<file path="src/rtl/simmem_pkg.sv">
// Shared types and timing constants for the simulated DRAM memory model.
// Address/request layout and row-buffer cost parameters.
package simmem_pkg;

  localparam int unsigned AxAddrWidth       = 16;
  localparam int unsigned RowBufferLenWidth = 8;
  localparam int unsigned RowIdWidth        = AxAddrWidth - RowBufferLenWidth;
  localparam int unsigned IDWidth           = 6;
  localparam int unsigned BurstLenWidth     = 8;
  localparam int unsigned CostWidth         = 10;

  localparam int unsigned RowHitCost     = 10;
  localparam int unsigned PrechargeCost  = 50;
  localparam int unsigned ActivationCost = 45;

  typedef enum logic [1:0] {
    RowHit,
    RowEmpty,
    RowMiss
  } row_access_e;

  typedef struct packed {
    logic [IDWidth-1:0]       id;
    logic [AxAddrWidth-1:0]   addr;
    logic [BurstLenWidth-1:0] burst_length;
  } raddr_req_t;

  typedef struct packed {
    logic [IDWidth-1:0]       id;
    logic [AxAddrWidth-1:0]   addr;
    logic [BurstLenWidth-1:0] burst_length;
  } waddr_req_t;

  function automatic logic [RowIdWidth-1:0] row_of(
    input logic [AxAddrWidth-1:0] addr
  );
    return RowIdWidth'(addr >> RowBufferLenWidth);
  endfunction

endpackage

</file>
<file path="src/rtl/simmem_row_scheduler_if.sv">
// Address-request and release handshakes of the row scheduler.
// Signal names are seen from the scheduler side.
interface simmem_row_scheduler_if;
  import simmem_pkg::*;

  raddr_req_t             raddr_i;
  logic                   raddr_valid_i;
  logic                   raddr_ready_o;
  waddr_req_t             waddr_i;
  logic                   waddr_valid_i;
  logic                   waddr_ready_o;
  logic                   release_valid_o;
  logic                   release_ready_i;
  logic [IDWidth-1:0]     release_id_o;
  logic                   release_is_write_o;
  logic [1:0]             release_kind_o;

  modport master (
    output raddr_i, raddr_valid_i,
    input  raddr_ready_o,
    output waddr_i, waddr_valid_i,
    input  waddr_ready_o,
    input  release_valid_o,
    output release_ready_i,
    input  release_id_o, release_is_write_o, release_kind_o
  );

  modport slave (
    input  raddr_i, raddr_valid_i,
    output raddr_ready_o,
    input  waddr_i, waddr_valid_i,
    output waddr_ready_o,
    output release_valid_o,
    input  release_ready_i,
    output release_id_o, release_is_write_o, release_kind_o
  );

endinterface

</file>
<file path="src/rtl/simmem_row_cost.sv">
// Classifies an access against the open row and returns its service delay.
// Purely combinational.
module simmem_row_cost
  import simmem_pkg::*;
(
  input  logic [AxAddrWidth-1:0]   addr,
  input  logic [BurstLenWidth-1:0] burst_length,
  input  logic [RowIdWidth-1:0]    open_row,
  input  logic                     open_valid,
  output row_access_e              kind,
  output logic [CostWidth-1:0]     cost
);

  logic [RowIdWidth-1:0] row;
  logic [CostWidth-1:0]  len;
  logic                  same;

  assign row  = row_of(addr);
  assign len  = CostWidth'(burst_length);
  assign same = (row == open_row);

  always_comb begin
    kind = RowEmpty;
    cost = CostWidth'(ActivationCost + RowHitCost) + len;
    unique case (1'b1)
      !open_valid: begin
        kind = RowEmpty;
        cost = CostWidth'(ActivationCost + RowHitCost) + len;
      end
      open_valid && same: begin
        kind = RowHit;
        cost = CostWidth'(RowHitCost) + len;
      end
      open_valid && !same: begin
        kind = RowMiss;
        cost = CostWidth'(PrechargeCost + ActivationCost + RowHitCost) + len;
      end
      default: ;
    endcase
  end

endmodule

</file>
<file path="src/rtl/simmem_row_scheduler.sv">
// Single-bank row scheduler: round-robin read/write grant, row-aware delay,
// then a registered release handshake toward the response banks.
module simmem_row_scheduler
  import simmem_pkg::*;
(
  input logic                   clk_i,
  input logic                   rst_i,
  simmem_row_scheduler_if.slave bus
);

  typedef enum logic [1:0] {
    Idle,
    Service,
    Release
  } state_e;

  state_e                 state, state_d;
  logic [CostWidth-1:0]   cnt, cnt_d;
  logic                   do_grant;

  raddr_req_t             r_req;
  waddr_req_t             w_req;
  logic                   r_full, w_full;
  logic                   last_write;

  logic [RowIdWidth-1:0]  open_row;
  logic                   open_valid;

  logic [IDWidth-1:0]     rel_id;
  logic                   rel_is_write;
  row_access_e            rel_kind;

  logic                   grant_w;
  logic [IDWidth-1:0]     sel_id;
  logic [AxAddrWidth-1:0] sel_addr;
  logic [BurstLenWidth-1:0] sel_len;
  row_access_e            kind;
  logic [CostWidth-1:0]   cost;

  // On a tie the side that did not win last time is served.
  assign grant_w  = w_full && (!r_full || !last_write);
  assign sel_id   = grant_w ? w_req.id : r_req.id;
  assign sel_addr = grant_w ? w_req.addr : r_req.addr;
  assign sel_len  = grant_w ? w_req.burst_length : r_req.burst_length;

  simmem_row_cost u_cost (
    .addr         (sel_addr),
    .burst_length (sel_len),
    .open_row     (open_row),
    .open_valid   (open_valid),
    .kind         (kind),
    .cost         (cost)
  );

  always_ff @(posedge clk_i) begin
    if (rst_i) begin
      state <= Idle;
      cnt   <= '0;
    end else begin
      state <= state_d;
      cnt   <= cnt_d;
    end
  end

  always_comb begin
    state_d  = state;
    cnt_d    = cnt;
    do_grant = 1'b0;
    unique case (state)
      Idle: begin
        if (r_full || w_full) begin
          do_grant = 1'b1;
          cnt_d    = cost - CostWidth'(1);
          state_d  = Service;
        end
      end
      Service: begin
        if (cnt == '0) state_d = Release;
        else cnt_d = cnt - CostWidth'(1);
      end
      Release: begin
        if (bus.release_ready_i) state_d = Idle;
      end
      default: state_d = Idle;
    endcase
  end

  always_ff @(posedge clk_i) begin
    if (rst_i) begin
      r_full <= 1'b0;
      w_full <= 1'b0;
      r_req  <= '0;
      w_req  <= '0;
    end else begin
      if (do_grant && !grant_w) r_full <= 1'b0;
      else if (bus.raddr_valid_i && !r_full) begin
        r_full <= 1'b1;
        r_req  <= bus.raddr_i;
      end
      if (do_grant && grant_w) w_full <= 1'b0;
      else if (bus.waddr_valid_i && !w_full) begin
        w_full <= 1'b1;
        w_req  <= bus.waddr_i;
      end
    end
  end

  always_ff @(posedge clk_i) begin
    if (rst_i) begin
      last_write   <= 1'b1;
      open_row     <= '0;
      open_valid   <= 1'b0;
      rel_id       <= '0;
      rel_is_write <= 1'b0;
      rel_kind     <= RowHit;
    end else if (do_grant) begin
      last_write   <= grant_w;
      open_row     <= row_of(sel_addr);
      open_valid   <= 1'b1;
      rel_id       <= sel_id;
      rel_is_write <= grant_w;
      rel_kind     <= kind;
    end
  end

  assign bus.raddr_ready_o      = !r_full;
  assign bus.waddr_ready_o      = !w_full;
  assign bus.release_valid_o    = (state == Release);
  assign bus.release_id_o       = rel_id;
  assign bus.release_is_write_o = rel_is_write;
  assign bus.release_kind_o     = rel_kind;

endmodule

</file>
<file path="src/flat_wrapper.sv">
// flat-port wrapper written by rule: the top's interface ports become plain ports
module simmem_row_scheduler_flat import simmem_pkg::*;
  (clk_i, rst_i, bus_raddr_i, bus_raddr_valid_i, bus_raddr_ready_o, bus_waddr_i, bus_waddr_valid_i, bus_waddr_ready_o, bus_release_valid_o, bus_release_ready_i, bus_release_id_o, bus_release_is_write_o, bus_release_kind_o);
  simmem_row_scheduler_if bus_i ();
  input logic clk_i;
  input logic rst_i;
  input wire logic [$bits(bus_i.raddr_i)-1:0] bus_raddr_i;
  input wire logic [$bits(bus_i.raddr_valid_i)-1:0] bus_raddr_valid_i;
  output wire logic [$bits(bus_i.raddr_ready_o)-1:0] bus_raddr_ready_o;
  input wire logic [$bits(bus_i.waddr_i)-1:0] bus_waddr_i;
  input wire logic [$bits(bus_i.waddr_valid_i)-1:0] bus_waddr_valid_i;
  output wire logic [$bits(bus_i.waddr_ready_o)-1:0] bus_waddr_ready_o;
  output wire logic [$bits(bus_i.release_valid_o)-1:0] bus_release_valid_o;
  input wire logic [$bits(bus_i.release_ready_i)-1:0] bus_release_ready_i;
  output wire logic [$bits(bus_i.release_id_o)-1:0] bus_release_id_o;
  output wire logic [$bits(bus_i.release_is_write_o)-1:0] bus_release_is_write_o;
  output wire logic [$bits(bus_i.release_kind_o)-1:0] bus_release_kind_o;
  assign bus_i.raddr_i = bus_raddr_i;
  assign bus_i.raddr_valid_i = bus_raddr_valid_i;
  assign bus_raddr_ready_o = bus_i.raddr_ready_o;
  assign bus_i.waddr_i = bus_waddr_i;
  assign bus_i.waddr_valid_i = bus_waddr_valid_i;
  assign bus_waddr_ready_o = bus_i.waddr_ready_o;
  assign bus_release_valid_o = bus_i.release_valid_o;
  assign bus_i.release_ready_i = bus_release_ready_i;
  assign bus_release_id_o = bus_i.release_id_o;
  assign bus_release_is_write_o = bus_i.release_is_write_o;
  assign bus_release_kind_o = bus_i.release_kind_o;
  simmem_row_scheduler u_core (.clk_i(clk_i), .rst_i(rst_i), .bus(bus_i));
endmodule
</file>
<file path="config.mk">
export PLATFORM = sky130hd
export DESIGN_NAME = simmem_row_scheduler_flat
export DESIGN_NICKNAME = d
export VERILOG_FILES = /design/src/rtl/simmem_pkg.sv /design/src/rtl/simmem_row_scheduler_if.sv /design/src/rtl/simmem_row_cost.sv /design/src/rtl/simmem_row_scheduler.sv /design/src/flat_wrapper.sv
export SDC_FILE = /design/constraint.sdc
export NUM_CORES = 1
export LEC_CHECK = 0
export ABC_AREA = 0
export ABC_CLOCK_PERIOD_IN_PS = 4900
export CORE_MARGIN = 2
export CORE_UTILIZATION = 54
export CTS_BUF_LIST = sky130_fd_sc_hd__clkbuf_16
export DETAILED_ROUTE_END_ITERATION = 10
export GPL_TIMING_DRIVEN = 0
export PLACE_DENSITY_LB_ADDON = 0.08
export RECOVER_POWER = 25
export SLEW_MARGIN = 20
export SYNTH_ARGS = -nofsm -noshare
export SYNTH_HDL_FRONTEND = slang
export SYNTH_HIERARCHICAL = 1
export SYNTH_SLANG_ARGS = --single-unit
</file>
<file path="constraint.sdc">
create_clock -name clk_i -period 4.9 [get_ports clk_i]
set_clock_uncertainty 0.05 [all_clocks]
set_input_delay 0.49 -clock clk_i [delete_from_list [all_inputs] [get_ports clk_i]]
set_output_delay 0.49 -clock clk_i [all_outputs]
set_load 0.01 [all_outputs]
</file>
==> run_results.csv, run 1 <==
group,metric,value,unit
status,run_status,"complete, no violations",
die,start_util,0.553,
critical_path,r2r_slack,0.25,ns
global_routing,grt_util_met3,0.0344,
route,drt_pass1_iterations,5,
placed_design,globalplace.congestion,0.904,
cells_and_area,diodes,0,
placed_design,dp_slack,-0.315,ns
sta,slew_headroom,0.439,
placed_design,port-buffer-count,60,
clocking,cts_tree,"yes",
critical_path,cp_max_fo,5,
route,detailroute.via_count,3888,
cells_and_area,final_layout_size_suffix_gt1_frac,0.109,
sta,setup_viol_count_final,0,
power_and_ir_drop,design_power_total,2.58,mW
sta,timing.setup.tns,0,ns
power_and_ir_drop,static_leakage_power,2.02,nW
yosys,synth.yosys.warnings,6,
placed_design,post-place-cells,667,
power_and_ir_drop,power.share.sequential,0.313,
sta,max_clock_freq,215,MHz
route,drt.antenna.violating_nets,0,
die,fp.coreArea,7210,sq um
power_and_ir_drop,p_comb_frac,0.436,
clocking,clk_pin_slew,0.06,ns
clocking,depth_of_the_cts_h_tree,3,
route,wire_per_inst,15.4,microns
worst_hold_path,hold_path_class,"reg2reg",
die,die_y,89.9,microns
global_routing,grt_max_degree,14,
global_routing,globalRouteOverflowTotal,0,
global_routing,grt_first_pass_wirelength,17400,microns
critical_path,endpoint_kind,"flip-flop",
clocking,clk_root_buffer_cell,"sky130_fd_sc_hd__clkbuf_16",
sta,timing.final.max_slew_violations,0,
yosys,netlist_area,3990,sq um
sta,unrepaired_setup_endpoints_after_global_routing,"no",
global_routing,grtUsageMet1,0.340,
die,io_pins,77,
critical_path,timing_worst_setup_path_type,"reg2reg",
power_and_ir_drop,switchingPower,0.989,mW
yosys,synth_nets,581,
route,route.final.wire_length,10500,microns
sta,fin_crit,4.65,ns
die,rows,31,
die,die_w,89.9,microns
global_routing,antenna_found_initial,0,
sta,final_critical_path_setup_slack,0.253,ns
critical_path,worst_setup_path_start_kind,"flip-flop",
sta,timing_worst_slew_pin_value,0.833,ns
global_routing,number_of_global_route_vias_before_repair,3655,
power_and_ir_drop,share_clk_of_total_power,0.251,
clocking,worst_skew_pair.late_latency,0.33,ns
route,vias_per_cell,5.66,
route,drt_iter0_drc,254,
power_and_ir_drop,power.density_cell_area,508,nW/um^2
placed_design,post_dp_cell_area,4710,sq um
cells_and_area,finalNonFillerCells,687,
sta,final_min_period_over_clock_period,0.948,
cells_and_area,finalNetCount,657,
critical_path,critPathArrivalTime,4.83,ns
clocking,cts_buffer_depth,2,
global_routing,aggregate_global_route_resource_usage,0.266,
route,drc,0,
yosys,synthesis.instances,508,
cells_and_area,final_design_area_no_fill,5080,sq um
flow_run,number_of_max_cap_violations,0,
global_routing,grt.busiest_layer,"met2",
power_and_ir_drop,vdd.ir_drop.worst,0.270,mV
power_and_ir_drop,switching_power_share_of_the_total,0.384,
clocking,cts_buffers,9,
yosys,postSynthAreaPerCell,7.85,sq um
clocking,cts.sinks,77,
sta,report.final.hold_viol_count,0,
cells_and_area,area.growth.synth_to_final,27.4,%
critical_path,worst-endpoint-required,5.09,ns
placed_design,dp_hpwl,7610,microns
global_routing,grt_use_met2,0.447,
die,fp.dieArea,8090,sq um
power_and_ir_drop,p_int,1.59,mW
==> path summary, 6_finish.rpt <==
check | from | to | cells after the start
max | u_core/w_full | u_core/cnt[8] | 21
min | u_core/r_req[20] | u_core/r_req[20] | 2
max reg2reg | u_core/w_full | u_core/cnt[8] | 21
min reg2reg | u_core/r_req[20] | u_core/r_req[20] | 2
==> timing repair <==
| item | in CTS | in global routing |
|---|---|---|
| setup endpoints to repair | 3 | 3 |
| setup buffers | 2 | 3 |
| resized for setup | 3 | 2 |
| hold buffers | 0 | 0 |
| pin swaps | 0 | 4 |
==> through the flow <==
step                 util  hold slack (ns)
global route        0.704            0.425
detailed placement  0.653            0.395
finish              0.704            0.405
global placement    0.653            0.388
floorplan               -            0.383
CTS                 0.700            0.406
==> registers in the layout, indices dropped and copies added, names as in the netlist <==
register	count
u_core/bus.release_id_o	6
u_core/bus.release_is_write_o	1
u_core/bus.release_kind_o	2
u_core/cnt	10
u_core/last_write	1
u_core/open_row	8
u_core/open_valid	1
u_core/r_full	1
u_core/r_req	22
u_core/state	2
u_core/w_full	1
u_core/w_req	22
==> power by group through the flow <==
stage	combinational [mW]	sequential, mW	clock (mW)
after global placement	1.02	0.812	0
final	1.13	0.808	0.646
after detailed placement	1.05	0.816	0
after CTS	1.08	0.804	0.656
after floorplan	0.773	0.800	0
after global routing	1.23	0.820	0.687
==> per-layer routing <==
metal / wire length, microns / vias up
met2: 4940 / 141
met5: 0 / -
met1: 4710 / 1818
li1: - / 1903
met3: 587 / 26
met4: 309 / 0
==> critical path, stage by stage (launching register included) <==
cell	delay (ns)
sky130_fd_sc_hd__dfxtp_1	0.40
sky130_fd_sc_hd__inv_1	0.13
sky130_fd_sc_hd__a21oi_4	0.19
sky130_fd_sc_hd__buf_2	0.20
sky130_fd_sc_hd__mux2_2	0.37
sky130_fd_sc_hd__xor2_1	0.16
sky130_fd_sc_hd__nor4_2	0.28
sky130_fd_sc_hd__buf_4	0.17
sky130_fd_sc_hd__nand2_1	0.09
sky130_fd_sc_hd__nand2_2	0.17
sky130_fd_sc_hd__inv_1	0.12
sky130_fd_sc_hd__ha_1	0.36
sky130_fd_sc_hd__o21ai_0	0.09
sky130_fd_sc_hd__nor2_1	0.08
sky130_fd_sc_hd__o21a_1	0.19
sky130_fd_sc_hd__o32a_4	0.31
sky130_fd_sc_hd__xnor2_1	0.19
sky130_fd_sc_hd__nor4_2	0.18
sky130_fd_sc_hd__a22oi_1	0.13
sky130_fd_sc_hd__nand3b_1	0.23
sky130_fd_sc_hd__or3b_1	0.39
sky130_fd_sc_hd__o311ai_1	0.09
==> placed cells by master, fill, tap and decap left out, types with 3 or more instances in the layout <==
master,n
sky130_fd_sc_hd__a211o_1,3
sky130_fd_sc_hd__clkbuf_1,21
sky130_fd_sc_hd__clkdlybuf4s50_1,52
sky130_fd_sc_hd__a21oi_2,3
sky130_fd_sc_hd__nand3b_1,4
sky130_fd_sc_hd__buf_1,5
sky130_fd_sc_hd__nor2_1,48
sky130_fd_sc_hd__dlygate4sd3_1,8
sky130_fd_sc_hd__ha_1,7
sky130_fd_sc_hd__buf_4,5
sky130_fd_sc_hd__a222oi_1,4
sky130_fd_sc_hd__mux2i_1,4
sky130_fd_sc_hd__clkbuf_16,9
sky130_fd_sc_hd__o21a_1,4
sky130_fd_sc_hd__xor2_1,12
sky130_fd_sc_hd__xnor2_1,9
sky130_fd_sc_hd__a22oi_1,6
sky130_fd_sc_hd__o21ai_0,7
sky130_fd_sc_hd__nand3_1,3
sky130_fd_sc_hd__nand2_1,112
sky130_fd_sc_hd__inv_1,14
sky130_fd_sc_hd__a21oi_1,60
sky130_fd_sc_hd__o211ai_1,4
sky130_fd_sc_hd__mux2_2,17
sky130_fd_sc_hd__nor4_2,3
sky130_fd_sc_hd__or3_1,4
sky130_fd_sc_hd__o31ai_1,3
sky130_fd_sc_hd__nor2b_1,5
sky130_fd_sc_hd__dfxtp_1,77
sky130_fd_sc_hd__nor3_1,15
sky130_fd_sc_hd__buf_2,8
sky130_fd_sc_hd__nor3b_1,3
==> cell type report <==
| cell class | count | area [sq um] |
|---|---|---|
| multi-input combinational | 380 | 2240 |
| fill | 611 | 2130 |
| sequential | 77 | 1540 |
| timing repair buffer | 65 | 651 |
| clock buffer | 9 | 225 |
| buffer | 38 | 188 |
| tap | 99 | 124 |
| clock inverter | 6 | 65.1 |
| inverter | 13 | 48.8 |
Note: power is estimated with default switching activity, not from simulation.
==> run 2, diff against run 1 <==
--- a/config.mk
+++ b/config.mk
@@ -6,9 +6,10 @@
 export NUM_CORES = 1
 export LEC_CHECK = 0
 export ABC_AREA = 0
-export ABC_CLOCK_PERIOD_IN_PS = 4900
+export ABC_CLOCK_PERIOD_IN_PS = 3800
+export CAP_MARGIN = 20
 export CORE_MARGIN = 2
-export CORE_UTILIZATION = 54
+export CORE_UTILIZATION = 49
 export CTS_BUF_LIST = sky130_fd_sc_hd__clkbuf_16
 export DETAILED_ROUTE_END_ITERATION = 10
 export GPL_TIMING_DRIVEN = 0
==> constraint.sdc (replaced) <==
create_clock -name clk_i -period 3.8 [get_ports clk_i]
set_clock_uncertainty 0.05 [all_clocks]
set_input_delay 0.38 -clock clk_i [delete_from_list [all_inputs] [get_ports clk_i]]
set_output_delay 0.38 -clock clk_i [all_outputs]
set_load 0.01 [all_outputs]
==> run_results.csv, run 2 (synthesis gave the netlist of run 1 again) <==
group,metric,value,unit
critical_path,critPathArrivalTime,4.22,ns
route,drt_iter0_drc,192,
critical_path,rr_endpoint,"u_core/cnt[8]",
cells_and_area,mostFrequentLayoutCell,"sky130_fd_sc_hd__nand2_1",
worst_hold_path,whs_path_depth,2,
cells_and_area,multiInputGateArea,2410,sq um
status,run_status,"finished with violations",
sta,setup_viol_count_final,5,
clocking,cts_buffers,9,
global_routing,grt_first_pass_wirelength,17200,microns
global_routing,globalRouteOverflowTotal,0,
route,detailroute.via_count,3879,
die,die_y,94.2,microns
route,drt_pass1_iterations,5,
power_and_ir_drop,design_power_total,3.57,mW
sta,final_min_period_over_clock_period,1.07,
die,die_w,94.2,microns
global_routing,number_of_global_route_vias_before_repair,3615,
placed_design,globalplace.congestion,0.883,
cells_and_area,number_of_inserted_filler_cells_in_the_final_layout,660,
critical_path,cp_max_fo,6,
cells_and_area,final_layout_size_suffix_gt1_frac,0.159,
critical_path,r2r_start,"u_core/w_full",
critical_path,timing.critical_path.from,"u_core/w_full",
cells_and_area,area.growth.synth_to_final,34.6,%
power_and_ir_drop,static_leakage_power,2.12,nW
critical_path,endpoint_kind,"flip-flop",
sta,fin_crit,4.05,ns
cells_and_area,commonest_cells_after_routing_fill_and_taps_aside,"sky130_fd_sc_hd__nand2_1, sky130_fd_sc_hd__dfxtp_1, sky130_fd_sc_hd__a21oi_1, sky130_fd_sc_hd__clkdlybuf4s50_1, sky130_fd_sc_hd__nor2_1",
route,wire_per_inst,15.1,microns
global_routing,antenna_found_initial,0,
critical_path,timing_worst_setup_path_type,"reg2reg",
critical_path,r2r_slack,-0.25,ns
route,vias_per_cell,5.54,
placed_design,dp_hpwl,7620,microns
die,fp.coreArea,7810,sq um
placed_design,post-place-cells,670,
sta,unrepaired_setup_endpoints_after_global_routing,"yes",
global_routing,aggregate_global_route_resource_usage,0.247,
cells_and_area,finalNonFillerCells,700,
critical_path,reg2reg_depth,20,
status,violations,"negative setup slack",
clocking,clk_pin_slew,0.07,ns
placed_design,port-buffer-count,60,
cells_and_area,finalNetCount,666,
power_and_ir_drop,vdd.ir_drop.worst,0.330,mV
worst_hold_path,holdCritStartpoint,"u_core/w_req[24]",
clocking,hold_fix_buffers_cts,0,
placed_design,dp_slack,-0.874,ns
sta,finalHoldWorstSlack,0.405,ns
critical_path,worst_setup_path_start_kind,"flip-flop",
power_and_ir_drop,power.density_cell_area,665,nW/um^2
global_routing,grt_max_degree,16,
route,route.final.wire_length,10600,microns
critical_path,worst-endpoint-required,3.97,ns
die,fp.dieArea,8880,sq um
sta,timing_worst_slew_pin_value,0.771,ns
clocking,clk_root_buffer_cell,"sky130_fd_sc_hd__clkbuf_16",
sta,max_clock_freq,247,MHz
cells_and_area,diodes,0,
flow_run,number_of_max_cap_violations,0,
route,drc,0,
die,start_util,0.511,
sta,timing.final.max_slew_violations,0,
clocking,depth_of_the_cts_h_tree,3,
worst_hold_path,min_to,"u_core/w_req[24]",
cells_and_area,largest_registers,"u_core/r_req x22, u_core/w_req x22, u_core/cnt x10",
die,rows,32,
die,io_pins,77,
clocking,cts.sinks,77,
route,drt.antenna.violating_nets,0,
clocking,worst_skew_pair.late_latency,0.34,ns
cells_and_area,sequential_cell_area,1550,sq um
sta,final_critical_path_setup_slack,-0.248,ns
sta,report.final.hold_viol_count,0,
worst_hold_path,hold_path_class,"reg2reg",
clocking,cts_buffer_depth,2,
clocking,cts_tree,"yes",
sta,slew_headroom,0.482,
[run 2: cell types whose count changed in the layout (fill, tap and decap cells not counted), moves of 3 or more]
cell | before | now
sky130_fd_sc_hd__mux2_2 | 17 | 11
sky130_fd_sc_hd__ha_4 | 0 | 3
sky130_fd_sc_hd__xor2_2 | 0 | 3
sky130_fd_sc_hd__xor2_1 | 12 | 9
sky130_fd_sc_hd__o21ai_1 | 1 | 4
sky130_fd_sc_hd__o21ai_0 | 7 | 3
sky130_fd_sc_hd__ha_1 | 7 | 4
sky130_fd_sc_hd__mux2_4 | 0 | 6
sky130_fd_sc_hd__buf_4 | 5 | 15
[run 2: cell type report]
class,instances,share of cell area
inverter,13,0.0100
buffer,37,0.0345
multi-input combinational,380,0.449
sequential,77,0.288
tap,102,0.0238
clock inverter,7,0.0182
timing repair buffer,75,0.134
clock buffer,9,0.0420
[run 2: where the power goes]
part / switching (mW) / internal [mW] / total (mW)
registers: 0.116 / 0.938 / 1.05
clock network: 0.341 / 0.578 / 0.920
logic: 0.893 / 0.703 / 1.60
[run 2: how the worst max path moves through the flow]
stage	endpoint	slack [ns]	depth (start not counted)
after floorplan	u_core/cnt[8]	-0.11	19
after global placement	u_core/cnt[8]	-0.87	17
after detailed placement	u_core/cnt[8]	-0.87	17
after CTS	u_core/cnt[8]	-0.24	20
after global routing	u_core/cnt[8]	-0.44	20
final	u_core/cnt[8]	-0.25	20
[run 2: per-layer routing]
metal,vias up,GRT usage,share of wire
met5,-,0,0
met4,0,0.0773,0.0070
met3,8,0.0353,0.047
met2,117,0.418,0.49
met1,1837,0.323,0.46
li1,1917,-,-
[run 2: what timing repair did]
item	4_1_cts	5_1_grt
setup endpoints to repair	8	8
pin swaps	8	7
buffers inserted	11	4
resized for setup	22	11
[run 2: critical path: stages, from the launching register on]
cell and delay (ns):
sky130_fd_sc_hd__dfxtp_4 0.36, sky130_fd_sc_hd__inv_4 0.04, sky130_fd_sc_hd__a21oi_4 0.13, sky130_fd_sc_hd__buf_6 0.15, sky130_fd_sc_hd__mux2_4 0.32, sky130_fd_sc_hd__xor2_2 0.15, sky130_fd_sc_hd__nor4_2 0.25, sky130_fd_sc_hd__buf_4 0.17
sky130_fd_sc_hd__nand2_4 0.07, sky130_fd_sc_hd__nand2_8 0.11, sky130_fd_sc_hd__ha_4 0.21, sky130_fd_sc_hd__a211oi_2 0.16, sky130_fd_sc_hd__nor2_1 0.08, sky130_fd_sc_hd__o21a_1 0.19, sky130_fd_sc_hd__o32a_4 0.34, sky130_fd_sc_hd__xnor2_4 0.13
sky130_fd_sc_hd__nor4_2 0.17, sky130_fd_sc_hd__a22oi_1 0.13, sky130_fd_sc_hd__nand3b_1 0.23, sky130_fd_sc_hd__or3b_1 0.39, sky130_fd_sc_hd__o311ai_1 0.09
[run 2: stage by stage]
stage               utilization  area, sq um  TNS, ns
floorplan                     -         4070   -0.114
CTS                       0.679         5300   -0.718
finish                    0.688         5370   -0.750
global route              0.688         5370    -1.64
global placement          0.615         4800    -4.30
detailed placement        0.615         4800    -4.56
